## src/rtl/line_adapter_pkg.sv

```systemverilog
// Shared types and sizing helpers for the burst line adapter.
package line_adapter_pkg;

    typedef logic [2:0] adapter_state_t;

    localparam adapter_state_t ST_IDLE     = 3'd0;
    localparam adapter_state_t ST_RD_CMD   = 3'd1;
    localparam adapter_state_t ST_RD_DATA  = 3'd2;
    localparam adapter_state_t ST_WR_BURST = 3'd3;
    localparam adapter_state_t ST_RESP     = 3'd4;

    function automatic int beats(input int line_w, input int beat_w);
        return line_w / beat_w;
    endfunction

    function automatic int offset_bits(input int line_w);
        return $clog2(line_w / 8);
    endfunction

endpackage

```

## src/rtl/rr_arbiter.sv

```systemverilog
// Round-robin arbiter: one-hot grant of the first requester at or after the pointer.
module rr_arbiter #(
    parameter int N     = 2,
    parameter int IDX_W = (N > 1) ? $clog2(N) : 1
) (
    input  logic             clk,
    input  logic             rst,
    input  logic [N-1:0]     req,
    input  logic             grant_update,
    input  logic [IDX_W-1:0] done_idx,
    output logic [N-1:0]     grant
);

    logic [IDX_W-1:0] ptr_q;
    logic             found;

    always_ff @(posedge clk) begin
        if (!rst) begin
            ptr_q <= '0;
        end else if (grant_update) begin
            ptr_q <= (done_idx == IDX_W'(N - 1)) ? '0 : done_idx + 1'b1;
        end
    end

    always_comb begin
        grant = '0;
        found = 1'b0;
        for (int k = 0; k < N; k++) begin
            if (!found && req[(int'(ptr_q) + k) % N]) begin
                grant[(int'(ptr_q) + k) % N] = 1'b1;
                found = 1'b1;
            end
        end
    end

endmodule

```

## src/rtl/multiport_burst_line_adapter.sv

```systemverilog
// Arbitrates whole-line requests from several ports onto one beat-serial burst memory port.
import line_adapter_pkg::*;

module multiport_burst_line_adapter #(
    parameter int NUM_PORTS = 2,
    parameter int LINE_W    = 256,
    parameter int BEAT_W    = 64,
    parameter int ADDR_W    = 32
) (
    input  logic                        clk,
    input  logic                        rst,
    input  logic [NUM_PORTS*ADDR_W-1:0] dfp_addr,
    input  logic [NUM_PORTS-1:0]        dfp_read,
    input  logic [NUM_PORTS-1:0]        dfp_write,
    input  logic [NUM_PORTS*LINE_W-1:0] dfp_wdata,
    output logic [NUM_PORTS*LINE_W-1:0] dfp_rdata,
    output logic [NUM_PORTS-1:0]        dfp_resp,
    input  logic                        bmem_ready,
    output logic [ADDR_W-1:0]           bmem_addr,
    output logic                        bmem_read,
    output logic                        bmem_write,
    output logic [BEAT_W-1:0]           bmem_wdata,
    input  logic [BEAT_W-1:0]           bmem_rdata,
    input  logic                        bmem_rvalid
);

    localparam int BEATS = beats(LINE_W, BEAT_W);
    localparam int CNT_W = $clog2(BEATS);
    localparam int OFF   = offset_bits(LINE_W);
    localparam int IDX_W = (NUM_PORTS > 1) ? $clog2(NUM_PORTS) : 1;
    localparam logic [ADDR_W-1:0] ADDR_MASK = {ADDR_W{1'b1}} << OFF;

    adapter_state_t    state_q, state_d;
    logic [CNT_W-1:0]  beat_cnt_q;
    logic [IDX_W-1:0]  grant_idx_q, arb_idx;
    logic [ADDR_W-1:0] addr_q;
    logic [LINE_W-1:0] wdata_q, line_q, line_next;
    logic [LINE_W-1:0] rdata_q [NUM_PORTS];
    logic [NUM_PORTS-1:0] req, arb_grant;
    logic              last_beat;

    assign req       = dfp_read | dfp_write;
    assign last_beat = (beat_cnt_q == CNT_W'(BEATS - 1));

    rr_arbiter #(
        .N     (NUM_PORTS),
        .IDX_W (IDX_W)
    ) u_arb (
        .clk          (clk),
        .rst          (rst),
        .req          (req),
        .grant_update (state_q == ST_RESP),
        .done_idx     (grant_idx_q),
        .grant        (arb_grant)
    );

    always_comb begin
        arb_idx = '0;
        for (int i = 0; i < NUM_PORTS; i++) begin
            if (arb_grant[i]) arb_idx = IDX_W'(i);
        end
    end

    always_comb begin
        line_next = line_q;
        line_next[beat_cnt_q*BEAT_W +: BEAT_W] = bmem_rdata;
    end

    always_comb begin
        state_d = state_q;
        case (state_q)
            ST_IDLE:     if (|req) state_d = dfp_write[arb_idx] ? ST_WR_BURST : ST_RD_CMD;
            ST_RD_CMD:   if (bmem_ready) state_d = ST_RD_DATA;
            ST_RD_DATA:  if (bmem_rvalid && last_beat) state_d = ST_RESP;
            ST_WR_BURST: if (bmem_ready && last_beat) state_d = ST_RESP;
            default:     state_d = ST_IDLE;
        endcase
    end

    always_ff @(posedge clk) begin
        if (!rst) begin
            state_q     <= ST_IDLE;
            beat_cnt_q  <= '0;
            grant_idx_q <= '0;
            addr_q      <= '0;
            wdata_q     <= '0;
            line_q      <= '0;
            for (int i = 0; i < NUM_PORTS; i++) rdata_q[i] <= '0;
        end else begin
            state_q <= state_d;
            case (state_q)
                ST_IDLE: begin
                    if (|req) begin
                        grant_idx_q <= arb_idx;
                        addr_q      <= dfp_addr[arb_idx*ADDR_W +: ADDR_W] & ADDR_MASK;
                        wdata_q     <= dfp_wdata[arb_idx*LINE_W +: LINE_W];
                        beat_cnt_q  <= '0;
                    end
                end
                ST_RD_DATA: begin
                    if (bmem_rvalid) begin
                        line_q <= line_next;
                        if (last_beat) rdata_q[grant_idx_q] <= line_next;
                        else           beat_cnt_q <= beat_cnt_q + 1'b1;
                    end
                end
                ST_WR_BURST: begin
                    if (bmem_ready && !last_beat) beat_cnt_q <= beat_cnt_q + 1'b1;
                end
                ST_RESP: beat_cnt_q <= '0;
                default: ;
            endcase
        end
    end

    always_comb begin
        bmem_read  = (state_q == ST_RD_CMD);
        bmem_write = (state_q == ST_WR_BURST);
        bmem_addr  = (bmem_read || bmem_write) ? addr_q : '0;
        bmem_wdata = bmem_write ? wdata_q[beat_cnt_q*BEAT_W +: BEAT_W] : '0;
        for (int i = 0; i < NUM_PORTS; i++) begin
            dfp_resp[i] = (state_q == ST_RESP) && (grant_idx_q == IDX_W'(i));
            dfp_rdata[i*LINE_W +: LINE_W] = rdata_q[i];
        end
    end

    // A port raising read and write together is a protocol violation; it is serviced as a write.
    assert property (@(posedge clk) disable iff (!rst) !(|(dfp_read & dfp_write)));

endmodule
```

## config.mk

```make
export PLATFORM = sky130hd
export DESIGN_NAME = multiport_burst_line_adapter
export DESIGN_NICKNAME = d
export VERILOG_FILES = /design/src/rtl/line_adapter_pkg.sv /design/src/rtl/rr_arbiter.sv /design/src/rtl/multiport_burst_line_adapter.sv
export SDC_FILE = /design/constraint.sdc
export NUM_CORES = 2
export LEC_CHECK = 0
export CORE_AREA = 2 2 494 496
export DETAILED_ROUTE_END_ITERATION = 10
export DIE_AREA = 0 0 496 498
export PLACE_DENSITY = 0.45
export SYNTH_ARGS = -nofsm -noshare
export SYNTH_HDL_FRONTEND = slang
export SYNTH_SLANG_ARGS = --single-unit
export TNS_END_PERCENT = 30
```

## constraint.sdc

```tcl
create_clock -name clk -period 11.33 [get_ports clk]
set_clock_uncertainty 0.2 [all_clocks]
set_input_delay 1.133 -clock clk [delete_from_list [all_inputs] [get_ports clk]]
set_output_delay 1.133 -clock clk [all_outputs]
set_load 0.005 [all_outputs]
```

# == Yosys cells after proc, flatten, opt, wreduce, memory -nomap -nowiden ==
# Memories as Yosys holds them, arrays and structs flattened.
# Index checks and enable logic that the tools add are counted.
# op_classes
n_addsub,4
magnitude_cmp,5
n_eq_ne,12
shift,5
muxes,39
bitwise_logic,4
n_reduce_logical,19
# ops
cell,count
indexed part select 512 x 10 -> 256 bit,1
bitwise mux 256 bit,1
two-way mux 256 bit,1
OR reduction 256 bit,1
variable shift 64 x 34 -> 256 bit (first input constant),1
indexed part select 256 x 9 -> 64 bit,1
indexed part select 64 x 34 -> 256 bit,1
two-way mux 64 bit,1
indexed part select 64 x 7 -> 32 bit,1
negation 8 -> 34 bit,1
two-way mux 32 bit,1
two-way mux 1 bit,20
two-way mux 2 bit,7
two-way mux 3 bit,4
case mux 3 bit (4 select lines),1
!= test 2 bit (second input constant),5
logical AND 1 bit,8
case mux 2 bit (4 select lines),1
equality test 3 x 2 -> 1 bit (second input constant),2
AND reduction 5 bit,1
< comparator 1 x 2 -> 1 bit (second input constant),2
!= test 2 x 1 -> 1 bit (second input constant),2
OR 2 bit,2
AND reduction 2 bit,2
other kinds (17),20
# totals
regBits,546
mem_bits_rw,512
n_memories,1
# mem_list
memory,depth,width,read_ports,rd_ports_with_merged_regs,wr,line,rtl
rdata_q,2,256,2,0,2,multiport_burst_line_adapter.sv:38,logic [LINE_W-1:0] rdata_q [NUM_PORTS];

# == Longest topological paths before layout ==
# depth
ltp_word,14
ltp_mapped,11
ltp_nobuf,6

# == By module ==
# Synthesis repeated with hierarchy kept, for this count alone.
# hier_totals
cells_unflattened,4039
hier_area_um2,46060.4
# modules_own_cells
mod,instances,cells_per_inst,area_each_um2,seq_area_each_um2
multiport_burst_line_adapter,1,4033,46007.9,26285.2
rr_arbiter,1,6,52.6,20.0

# == Worst setup path before layout ==
# Ideal clock, no wire load.
# synth_timing
kind,input to register
from,input port bmem_rvalid
to,"memory rdata_q[0][0], enable pin"
setup_time_ps,1979
arrival_time_ps,6201
required_ps,9151
slack_ps,2950
path_stages,7
path_cell_list,nor4bb_1 > buf_2 > and2_4 > nand3b_2 > buf_2 > buf_2 > nand2_1
# synth_rtl
element,line,rtl
from (decl),multiport_burst_line_adapter.sv:24,input logic bmem_rvalid
to (decl),multiport_burst_line_adapter.sv:38,

# == Worst setup path after layout ==
# layout_timing
from,register beat_cnt_q[0]
to,output port bmem_wdata[63]
# layout_between
elab_chain_len,2
# layout_lines
element,line,rtl
from (decl),multiport_burst_line_adapter.sv:34,logic [CNT_W-1:0] beat_cnt_q;
from (signal assigned),multiport_burst_line_adapter.sv:104,else beat_cnt_q <= beat_cnt_q + 1'b1;
from (signal assigned),multiport_burst_line_adapter.sv:108,if (bmem_ready && !last_beat) beat_cnt_q <= beat_cnt_q + 1'b1;
indexed part select 256 x 9 -> 64 bit,multiport_burst_line_adapter.sv:120,bmem_wdata = bmem_write ? wdata_q[beat_cnt_q*BEAT_W +: BEAT_W] : '0;
two-way mux 64 bit,multiport_burst_line_adapter.sv:120,
to (decl),multiport_burst_line_adapter.sv:22,"output logic [BEAT_W-1:0] bmem_wdata,"
# Every way passes these cells.

==> run summary <==
• 85,650 microns — Post-Route M1 WL
• 0.06095 — proportion of layout cells with a drive suffix above 1
• 27 — largest fanout on the critical path
• 0.3432 — fraction of post-synthesis cell area in the top cell type by area
• 496 microns — horizontal extent of the die
• 0 ns — TNS Setup
• 0.05 ns — clock transition time at the flip-flop clock pins of the worst setup and hold paths
• false — setup repair after global routing missed its margin
• 10.16 sq um — synthesized area per cell
• 43.12% — area overhead of the layout relative to synthesis
• 64,110 sq um — cell area after layout
• 1,058 — synthesized flop and latch total
• 0 — asr flop ratio synth
• 298,500 microns — first-pass GRT wire length
• reg2out — classification of the worst setup path
• 0.1450 — area fraction in compound gates after synthesis
• 159,400 microns — detailed-placement wirelength estimate
• 0.1468 mV — maximum vdd ir drop
• 181 — number of cell rows
• 37,290 — via count of the first global-routing pass
• 44,800 sq um — Mapped Area
• 247,000 sq um — area of the die
• 4.27 ns — worst endpoint data arrival time
• 37,780 — total number of vias
• 4.325 — post-DR vias/cell
• 219,400 microns — total wire length after detailed routing
• reg2reg — Tightest Hold Check Type
• 512 — number of synthesized flops with an enable pin
• nand2_1, dfxtp_1, nor2_1 — top cell types by occurrence after synthesis
• 108,900 microns — routed length on met2
• 10.00 ns — Worst EP required
• 0 — DRT antenna net count
• 21.72 nW — Static Leakage
• 1.040 ns — worst-margin pin slew
• 0 — final routed DRC violation total
• 15,400 microns — Detail Route met3 WL
• 130 — total clock buffers created by CTS
• 0 — number of max-slew violations in the final report
• 5.384 ns — worst slack at placement
• 1,244 — Port-buffer cells
• 6 — router iterations before antenna repair
• 173.4 nW/um^2 — power density relative to cell area
• 25.11 microns — average wire length per cell after detail routing
• 0.80 ns — clock latency on the worst-skew pair
• 0.4945 — final worst path period share
• 0 — global-route congestion overflow total
• simple AND/OR/NAND/NOR gates — combinational family with the most area after synthesis
• dfxtp_1 — most instantiated flip-flop cell in the synthesis netlist
• edfxtp_1, dfxtp_1, nor2b_1 — synth top area cells
• 0 — total of max-cap violations
• 3 — clock buffer depth
• 498 microns — overall die height
• 0 — Resized Gates After CTS
• 0.8604 — RePlAce Congestion
• 0 — number of hold violations in the final report
• 59,660 sq um — post-detailed-placement cell area
• flip-flop — critical path launch point type
• 0 — final-report setup violation count
• 4,411 — Gate Count Post-Synth
• edfxtp_1 — cell accounting for the most synthesized area
• nand2_1 — most instantiated library cell after synthesis
• 0 — hold bufs inserted after CTS
• 241,900 sq um — core outline area
• 43 — number of distinct standard cells referenced by the synthesized netlist
• output port — Worst Setup End Kind
• 0.2651 — post-layout util
• 227 — largest net degree at the start of global routing
• 0 — yosys warns
• 72 — initial antenna violation count
• 25,780 — number of inserted filler cells in the final layout
• complete, no violations — result of the run
• 6,041 — Final Net Count
• 5.727 ns — min setup slack post-route
• 4 — H-tree levels
• 0 — Post-CTS Setup Inserts
• 0.1852 — Starting Density
• met5 — top sig layer
• 0.1807 — area fraction in and, or, nand and nor cells after synthesis
• 0 — xor/xnor share of the synthesized area
• 1,260 — Top-Level Pins
• 178.5 MHz — highest clock rate
• 0.1702 — global-route usage over all layers
• yes — TritonCTS clock tree
• 5.603 ns — final critical path time including I/O delays and setup
• 0.001397 — adder and majority gate portion of the synthesized area
• 6.56 ns — FF-to-FF setup slack
• 1,058 — number of clock sinks
• 0.5872 — sequential fraction of the synthesis area
• 2,441 — number of DRC violations after detailed-routing iteration 0
• 0.3069 — headroom to the max-slew limit
• clkbuf_16 — cell at the root of the clock tree
• 0.03288 — multiplexer share of the synthesized area
## power breakdown
group	internal, mW	switching (mW)	total (mW)
clock network	2.42	1.83	4.25
registers	4.41	0.308	4.72
logic	0.866	1.28	2.15
total	7.69	3.43	11.1
## per-layer routing
layer / track usage / up-vias
li1: - / 17450
met1: 0.1947 / 18630
met2: 0.2948 / 1402
met3: 0.04440 / 281
met4: 0.07684 / 30
met5: 0 / -
## final cells by class
class | count | area [sq um] | area share
Antenna cell | 39 | 97.59 | 0.001522
Clock buffer | 188 | 3591 | 0.05601
Clock inverter | 52 | 763.2 | 0.01190
Inverter | 4 | 15.01 | 0.0002342
Multi-Input combinational cell | 2897 | 16350 | 0.2551
Sequential cell | 1058 | 26320 | 0.4105
Tap cell | 3202 | 4006 | 0.06249
Timing Repair Buffer | 1297 | 12970 | 0.2023
## flip-flops by register name, summed over array words and instances, names as in the netlist
signal and cells:
u_arb.ptr_q 1, addr_q 27, state_q 3, grant_idx_q 1, rdata_q 512, wdata_q 256, line_q 256, beat_cnt_q 2
## worst max-delay path: stages, from the launching register on
cell	delay [ns]
dfxtp_4	0.35
buf_4	0.43
buf_4	0.61
buf_4	0.60
mux4_2	0.69
and3_1	0.23
clkdlybuf4s50_1	0.49
## per-stage QoR
step                      hold slack (ns)  instances  total power [mW]
after global routing               0.3324       8721             11.59
after CTS                          0.3202       8698             11.28
after detailed placement           0.3082       8458             6.973
final                              0.3209       8737             11.12
after global placement             0.3053       8458             6.956
after floorplan                    0.2889       4415             5.969
## logic make-up (layout without fill, tap and decap cells)
logic type | after synthesis | after routing
compound gates | 1094 | 1094
fa+ha+maj | 5 | 5
buf+inv | 460 | 1541
flops | 1058 | 1058
mux | 67 | 67
other cells | 1 | 44
simple gates | 1726 | 1726
## path summary, 6_finish.rpt
| kind | startpoint | endpoint | cells past startpoint |
|---|---|---|---|
| min | wdata_q[132] | wdata_q[132] | 2 |
| min reg2reg | wdata_q[132] | wdata_q[132] | 2 |
| max | beat_cnt_q[0] | bmem_wdata[63] | 6 |
| max reg2reg | state_q[2] | rdata_q[0][174] | 7 |
## cell usage in the layout (no fill, tap or decap), drive strengths merged, types with 2 or more instances in the layout
cell           count
nor2b            514
ha                 5
conb               5
dfxtp            546
clkbuf           188
nand3              3
and4b              2
a31oi            285
and3              65
clkinv            35
mux4              64
nand2            578
nor2             518
buf               54
and2              33
nor4bb             4
edfxtp           512
mux2i              2
inv               13
a21boi             3
o21ai            283
bufinv             7
a22oi            257
clkdlybuf4s50   1243
diode             39
a21oi            260
nor3               3
(Power assumes the default switching activity.)
